<file path="config.mk">
export PLATFORM = sky130hd
export DESIGN_NAME = mux_scan_n
export DESIGN_NICKNAME = d
export VERILOG_FILES = /design/src/rtl/mux_scan_pkg.sv /design/src/rtl/mux_nx1.sv /design/src/rtl/mux_scan_n.sv
export SDC_FILE = /design/constraint.sdc
export NUM_CORES = 1
export LEC_CHECK = 0
export CAP_MARGIN = 20
export CORE_MARGIN = 10
export CORE_UTILIZATION = 36
export DETAILED_ROUTE_END_ITERATION = 10
export PLACE_DENSITY = 0.78
export RECOVER_POWER = 100
export SYNTH_ARGS = -nofsm -noshare
export SYNTH_HDL_FRONTEND = slang
export SYNTH_SLANG_ARGS = --single-unit
</file>
<file path="constraint.sdc">
create_clock -name clk -period 2.1 [get_ports clk]
set_input_delay 0.42 -clock clk [delete_from_list [all_inputs] [get_ports clk]]
set_output_delay 0.42 -clock clk [all_outputs]
set_load 0.05 [all_outputs]
</file>
<file path="src/rtl/mux_scan_pkg.sv">
// mux_scan_pkg
//   Shared types and helpers for the mux_scan_n block.
//   - state_e     : request FSM state (idle / emitting beats / done pulse)
//   - MODE_MANUAL : single beat from the captured select
//   - MODE_SCAN   : burst over every (enabled) channel in ascending order
//   - sel_width() : channel-index width for a given channel count
package mux_scan_pkg;

    typedef enum logic [1:0] {
        StIdle = 2'd0,
        StEmit = 2'd1,
        StDone = 2'd2
    } state_e;

    localparam logic MODE_MANUAL = 1'b0;
    localparam logic MODE_SCAN   = 1'b1;

    // Never narrower than one bit, so a select port always exists.
    function automatic int unsigned sel_width(input int unsigned n_ch);
        return (n_ch > 1) ? $clog2(n_ch) : 1;
    endfunction

endpackage

</file>
<file path="src/rtl/mux_nx1.sv">
// mux_nx1
//   Purely combinational N_CH-to-1 selector, W bits per channel.
//   Ports:
//     data : packed channels, channel c at bits [c*W +: W]
//     sel  : channel index
//     y    : selected channel, or zero when sel >= N_CH
module mux_nx1
    import mux_scan_pkg::*;
#(
    parameter int unsigned N_CH  = 8,
    parameter int unsigned W     = 8,
    parameter int unsigned SEL_W = sel_width(N_CH)
) (
    input  logic [N_CH*W-1:0] data,
    input  logic [SEL_W-1:0]  sel,
    output logic [W-1:0]      y
);

    // Out-of-range selects match no channel and fall through to zero.
    always_comb begin
        y = '0;
        for (int unsigned i = 0; i < N_CH; i++) begin
            if (sel == SEL_W'(i)) begin
                y = data[i*W +: W];
            end
        end
    end

endmodule

</file>
<file path="src/rtl/mux_scan_n.sv">
// mux_scan_n
//   Registered N_CH x W multiplexer with a valid/ready output. A start pulse in
//   idle launches either one beat from sel_in (manual) or a burst over all
//   channels in ascending order (scan). Each beat is a snapshot of data_in
//   taken on the edge that loads it.
//
//   Optional feature: define MUX_SCAN_MASK_EN to add a ch_mask input; scan then
//   visits only channels whose mask bit is set (captured at start).
//
//   Ports:
//     clk, rst   : clock, asynchronous active-high reset
//     data_in    : packed channel data, channel c at [c*W +: W]
//     mode       : MODE_MANUAL / MODE_SCAN, captured at start
//     sel_in     : manual channel, captured at start
//     start      : request pulse, only honoured in idle
//     out_ready  : consumer accepts the current beat
//     ch_mask    : (MUX_SCAN_MASK_EN only) scan channel enables
//     out_valid  : beat present on out_data/out_ch/out_last
//     out_data   : registered channel data
//     out_ch     : channel index of the current beat
//     out_last   : final beat of the request
//     busy       : request in progress
//     done       : one-cycle pulse after the final beat transfers
module mux_scan_n
    import mux_scan_pkg::*;
#(
    parameter int unsigned  N_CH  = 8,
    parameter int unsigned  W     = 8,
    localparam int unsigned SEL_W = sel_width(N_CH)
) (
    input  logic              clk,
    input  logic              rst,
    input  logic [N_CH*W-1:0] data_in,
    input  logic              mode,
    input  logic [SEL_W-1:0]  sel_in,
    input  logic              start,
    input  logic              out_ready,
`ifdef MUX_SCAN_MASK_EN
    input  logic [N_CH-1:0]   ch_mask,
`endif
    output logic              out_valid,
    output logic [W-1:0]      out_data,
    output logic [SEL_W-1:0]  out_ch,
    output logic              out_last,
    output logic              busy,
    output logic              done
);

    state_e           state_q, state_d;
    logic             mode_q, mode_d;
    logic             valid_q, valid_d;
    logic [SEL_W-1:0] ch_q, ch_d;   // doubles as the scan counter and the captured sel_in
    logic             last_q, last_d;
    logic [W-1:0]     data_q;
    logic             load;
    logic [W-1:0]     mux_y;

    // Effective scan enables: at start they come straight from the inputs,
    // during the burst from the captured copy.
    logic [N_CH-1:0]  start_mask;
    logic [N_CH-1:0]  run_mask;

`ifdef MUX_SCAN_MASK_EN
    logic [N_CH-1:0]  mask_q, mask_d;
    assign start_mask = ch_mask;
    assign run_mask   = mask_q;
`else
    assign start_mask = '1;
    assign run_mask   = '1;
`endif

    // ------------------------------------------------------------------
    // Next-enabled-channel search: lowest enabled channel at or above
    // srch_lo, and whether it is the highest enabled channel.
    // ------------------------------------------------------------------
    logic [N_CH-1:0]  srch_mask;
    int unsigned      srch_lo;
    logic             nxt_found;
    logic [SEL_W-1:0] nxt_ch;
    logic             nxt_last;

    always_comb begin
        srch_mask = (state_q == StIdle) ? start_mask : run_mask;
        srch_lo   = (state_q == StIdle) ? 32'd0 : 32'(ch_q) + 32'd1;
        nxt_found = 1'b0;
        nxt_ch    = '0;
        for (int unsigned i = 0; i < N_CH; i++) begin
            if (!nxt_found && srch_mask[i] && (i >= srch_lo)) begin
                nxt_found = 1'b1;
                nxt_ch    = SEL_W'(i);
            end
        end
        nxt_last = 1'b1;
        for (int unsigned i = 0; i < N_CH; i++) begin
            if (srch_mask[i] && (i > 32'(nxt_ch))) begin
                nxt_last = 1'b0;
            end
        end
    end

    // The mux looks at the channel being loaded this edge, so the data
    // snapshot and out_ch always belong to the same beat.
    mux_nx1 #(
        .N_CH  (N_CH),
        .W     (W),
        .SEL_W (SEL_W)
    ) u_mux (
        .data (data_in),
        .sel  (ch_d),
        .y    (mux_y)
    );

    // ------------------------------------------------------------------
    // State register
    // ------------------------------------------------------------------
    always_ff @(posedge clk or posedge rst) begin
        if (rst) begin
            state_q <= StIdle;
            mode_q  <= MODE_MANUAL;
            valid_q <= 1'b0;
            ch_q    <= '0;
            last_q  <= 1'b0;
            data_q  <= '0;
`ifdef MUX_SCAN_MASK_EN
            mask_q  <= '0;
`endif
        end else begin
            state_q <= state_d;
            mode_q  <= mode_d;
            valid_q <= valid_d;
            ch_q    <= ch_d;
            last_q  <= last_d;
            if (load) begin
                data_q <= mux_y;
            end
`ifdef MUX_SCAN_MASK_EN
            mask_q  <= mask_d;
`endif
        end
    end

    // ------------------------------------------------------------------
    // Next-state logic
    // ------------------------------------------------------------------
    always_comb begin
        state_d = state_q;
        mode_d  = mode_q;
        valid_d = valid_q;
        ch_d    = ch_q;
        last_d  = last_q;
        load    = 1'b0;
`ifdef MUX_SCAN_MASK_EN
        mask_d  = mask_q;
`endif

        unique case (state_q)
            StIdle: begin
                if (start) begin
                    mode_d = mode;
`ifdef MUX_SCAN_MASK_EN
                    mask_d = ch_mask;
`endif
                    if (mode == MODE_MANUAL) begin
                        state_d = StEmit;
                        valid_d = 1'b1;
                        ch_d    = sel_in;
                        last_d  = 1'b1;
                        load    = 1'b1;
                    end else if (nxt_found) begin
                        state_d = StEmit;
                        valid_d = 1'b1;
                        ch_d    = nxt_ch;
                        last_d  = nxt_last;
                        load    = 1'b1;
                    end else begin
                        // Nothing enabled: skip straight to the done pulse.
                        state_d = StDone;
                    end
                end
            end

            StEmit: begin
                if (valid_q && out_ready) begin
                    if (last_q || (mode_q == MODE_MANUAL)) begin
                        state_d = StDone;
                        valid_d = 1'b0;
                        last_d  = 1'b0;
                    end else begin
                        // Back-to-back: next beat loads on the transfer edge.
                        ch_d   = nxt_ch;
                        last_d = nxt_last;
                        load   = 1'b1;
                    end
                end
            end

            StDone: begin
                state_d = StIdle;
            end

            default: begin
                state_d = StIdle;
                valid_d = 1'b0;
                last_d  = 1'b0;
            end
        endcase
    end

    // ------------------------------------------------------------------
    // Outputs (all driven from registers)
    // ------------------------------------------------------------------
    always_comb begin
        out_valid = valid_q;
        out_data  = data_q;
        out_ch    = ch_q;
        out_last  = last_q;
        busy      = (state_q != StIdle);
        done      = (state_q == StDone);
    end

    // A stalled beat must not change under the consumer.
    stall_stable: assert property (@(posedge clk) disable iff (rst)
        (out_valid && !out_ready) |=>
            (out_valid && $stable(out_data) && $stable(out_ch) && $stable(out_last)));

    done_single: assert property (@(posedge clk) disable iff (rst) done |=> !done);

endmodule
</file>
==> metrics.md <==
| Metric | Value |
|---|---|
| Final WL | 6950 um |
| Failing checks | negative setup slack |
| Fmax | 428 MHz |
| Fin util | 0.719 |
| CTS tree | done |
| Synth top area cells | dfrtp_1 25%, mux2i_1 6.2%, a221o_1 3.7% |
| Vias/cell | 5.70 |
| CP Capture Type | flip-flop |
| Largest family of logic cells by synthesized area | compound AO/OA/AOI/OAI gates |
| Final worst slack | -0.238 ns |
| Final ANT Viol Nets | 0 |
| Slew HR | 0.576 |
| HPWL after DPL | 5430 um |
| WP data required | 2.23 ns |
| Prevailing post-synth register cell | dfrtp_1 |
| Sequential share of the synthesized area | 0.246 |
| Compound-cell area share of the yosys netlist | 0.327 |
| Post-route DRC | 0 |
| Xor/xnor share of the synthesized area | 0 |
| Max-cap violations | 0 |
| P&R area growth vs syn | 92.5% |
| Setup TNS | -1.31 ns |
| All-Layer GR Usage | 0.173 |
| Mapped Area | 1630 um2 |
| DR vias | 2178 |
| Crit path max-delay cell type | dfrtp_2 |
| Fin. max-slew vios | 0 |
| Core area | 4350 um2 |
| Setup repair after global routing missed its margin | yes |
| Root buf cell | clkbuf_8 |
| Ports | 87 |
| Cell Area, Placed | 2880 um2 |
| HP Class | flip-flop to flip-flop |
| Starting DRT DRC Count | 217 |
| Buf/Inv on CP | 3 |
| Initial Util | 0.373 |
| GP Congestion | 0.858 |
| Critical path's top delay family | compound AO/OA/AOI/OAI gates |
| N_diodes | 0 |
| Die X | 87.2 um |
| R2R Setup Slk | -0.24 ns |
| Detailed Routing Iterations Pass 1 | 4 |
| Commonest cells post-synth | 16 x dfrtp_1, 16 x nand2_1, 12 x nor2_1, 12 x o21ai_0, 11 x inv_1 |
| # rows | 24 |
| Synth Area in Adders | 0.00770 |
| Pin count of the biggest net entering global routing | 17 |
| Hold Path Sink | out_data[3] |
| Startpoint Class | flip-flop |
| Leak | 1.26 nW |
| H-tree Lvls | 1 |
| Seq cells post-synth | 16 |
| RR Startpoint | out_ch[0] |
| Total power | 4.67 mW |
| Library cells used by synthesis | 52 |
| Worst R2R End | out_data[5] |
| PwrDens | 1490 nW/um2 |
| Final nets | 404 |
| Layout cells sized above 1 | 0.303 |
| Avg Cell Area, Syn | 8.21 um2 |
| Area share of and/or/nand/nor cells after synthesis | 0.267 |
| Critical Path Fanout Max | 3 |
| Clock sink total | 16 |
| Clock Latency Late Sink | 0.25 ns |
| First-pass GRT wire length | 10800 um |
| Max Buffers Root-to-Sink | 2 |
| Final setup violation count | 8 |
| Initial antenna violation count | 0 |
| Final design area excluding fillers | 3130 um2 |
| Critical Path Max Stage Delay | 0.44 ns |
| Setup CP Type | flip-flop to flip-flop |
| Worst-path cell chain | ha_4, nand3b_1, a311oi_2, buf_4, nor3_4, buf_6, inv_6, mux2_4, a221o_1, o31ai_2, a31oi_1 |
| Die height | 87.2 um |
| Pre-CTS WS | -0.818 ns |
| PortBufs | 86 |
| Status | complete, but fails checks |
| Min Tclk post-route | 2.34 ns |
| Reg2reg path depth | 11 |
| Area leader, netlist | dfrtp_1 |
| Min-delay src | out_data[3] |
| Worst-Margin Slew | 0.636 ns |
| Drt wl/cell | 18.2 um |
| Final period util | 1.11 |
| Hold-fix buffers, CTS | 0 |
| Clock-pin slew on the worst setup and hold paths | 0.07 ns |
| Die area | 7600 um2 |
| Hold Crit Depth | 2 |
| Mux share of post-synthesis cell area | 0.0778 |
| Max rail drop VDD | 707 uV |
| Setup clock skew after layout | 0.00161 ns |
| EDFF count, synth | 0 |
| Vias in the first global route | 2217 |
| Post-Syn Instances | 198 |
| Asr flop ratio synth | 1.00 |
| Endpoints failing hold | 0 |
| CTS Buf Count | 3 |
| Remaining Overflow, GRT | 0 |
| Post-synth top area share | 0.246 |
| Syn. warnings | 0 |
| Arrival time of the worst setup path | 2.47 ns |
| Syn_nets | 271 |
## layer usage
layer	routed length [um]	track usage
met1	2970	0.220
met2	3350	0.281
met3	516	0.0403
met4	109	0.0551
met5	0	0
## repair_timing
item                       CTS  global route
resized for setup           21            14
setup endpoints to repair    8             9
setup buffers                4             4
pin swaps                   14             4
## per-stage QoR
step                cells  hold WS, ns
floorplan             198        0.333
global placement      370        0.525
finish                382        0.544
global route          382        0.583
detailed placement    370        0.533
CTS                   378        0.543
## power by group
group / internal [mW] / switching [mW] / leakage [nW] / total, mW
clock network: 0.166 / 0.112 / 0.0288 / 0.279
registers: 0.458 / 0.120 / 0.185 / 0.579
logic: 1.78 / 2.03 / 1.05 / 3.81
## cell type report
| cell class | instances | area [um2] |
|---|---|---|
| Multi-Input combinational cell | 155 | 1240 |
| Tap cell | 52 | 65.1 |
| Timing Repair Buffer | 142 | 1310 |
| Fill cell | 335 | 1220 |
| Clock buffer | 4 | 55.1 |
| Inverter | 13 | 53.8 |
| Sequential cell | 16 | 407 |
## worst max-delay path by stage
stage,slack (ns),cells after the start,startpoint,endpoint
after global routing,-0.33,8,out_ch[0],out_data[7]
final,-0.24,11,out_ch[0],out_data[5]
after CTS,-0.23,10,out_ch[0],out_data[7]
after detailed placement,-0.82,8,out_ready,out_data[7]
after floorplan,-0.27,9,out_ch[0],out_data[5]
after global placement,-0.65,9,out_ready,out_data[7]
## kinds of logic (layout without fill, tap and decap cells)
group	Yosys count	in the layout
flip-flops	16	16
buffers and inverters	27	159
AND/OR/NAND/NOR	72	72
multiplexers	12	12
adder cells (fa/ha/maj)	1	1
AO/OA/AOI/OAI	70	70
## state kept, by name (all words and copies together), names as in the netlist
signal / count
out_data: 8
out_ch: 3
state_q: 2
mode_q: 1
out_last: 1
out_valid: 1
## worst register-to-register path: cells and delay by family, from the launching register on
family / cells / cell delay, ns
compound gates: 4 / 0.72
fa+ha+maj: 1 / 0.27
buf+inv: 3 / 0.36
flops: 1 / 0.44
mux: 1 / 0.29
simple gates: 2 / 0.14
## placed cells by master, fill, tap and decap left out, types with 3 or more instances in the layout
cell type        instances
dfrtp_2                  5
mux2i_1                  9
a32o_1                   5
nor3b_1                  8
a31oi_1                  6
clkbuf_8                 4
a21oi_1                  5
a221o_1                  6
o32ai_1                  5
clkdlybuf4s50_1         79
o221ai_2                 5
or3_1                    5
nor2_4                   3
dfrtp_1                 11
nand3_1                  5
nor2_1                  10
buf_6                    4
o22a_1                   5
inv_1                   11
nand2_1                 16
o21ai_0                 10
nand2b_1                 4
buf_4                   52
Note: power is estimated with default switching activity, not from simulation.
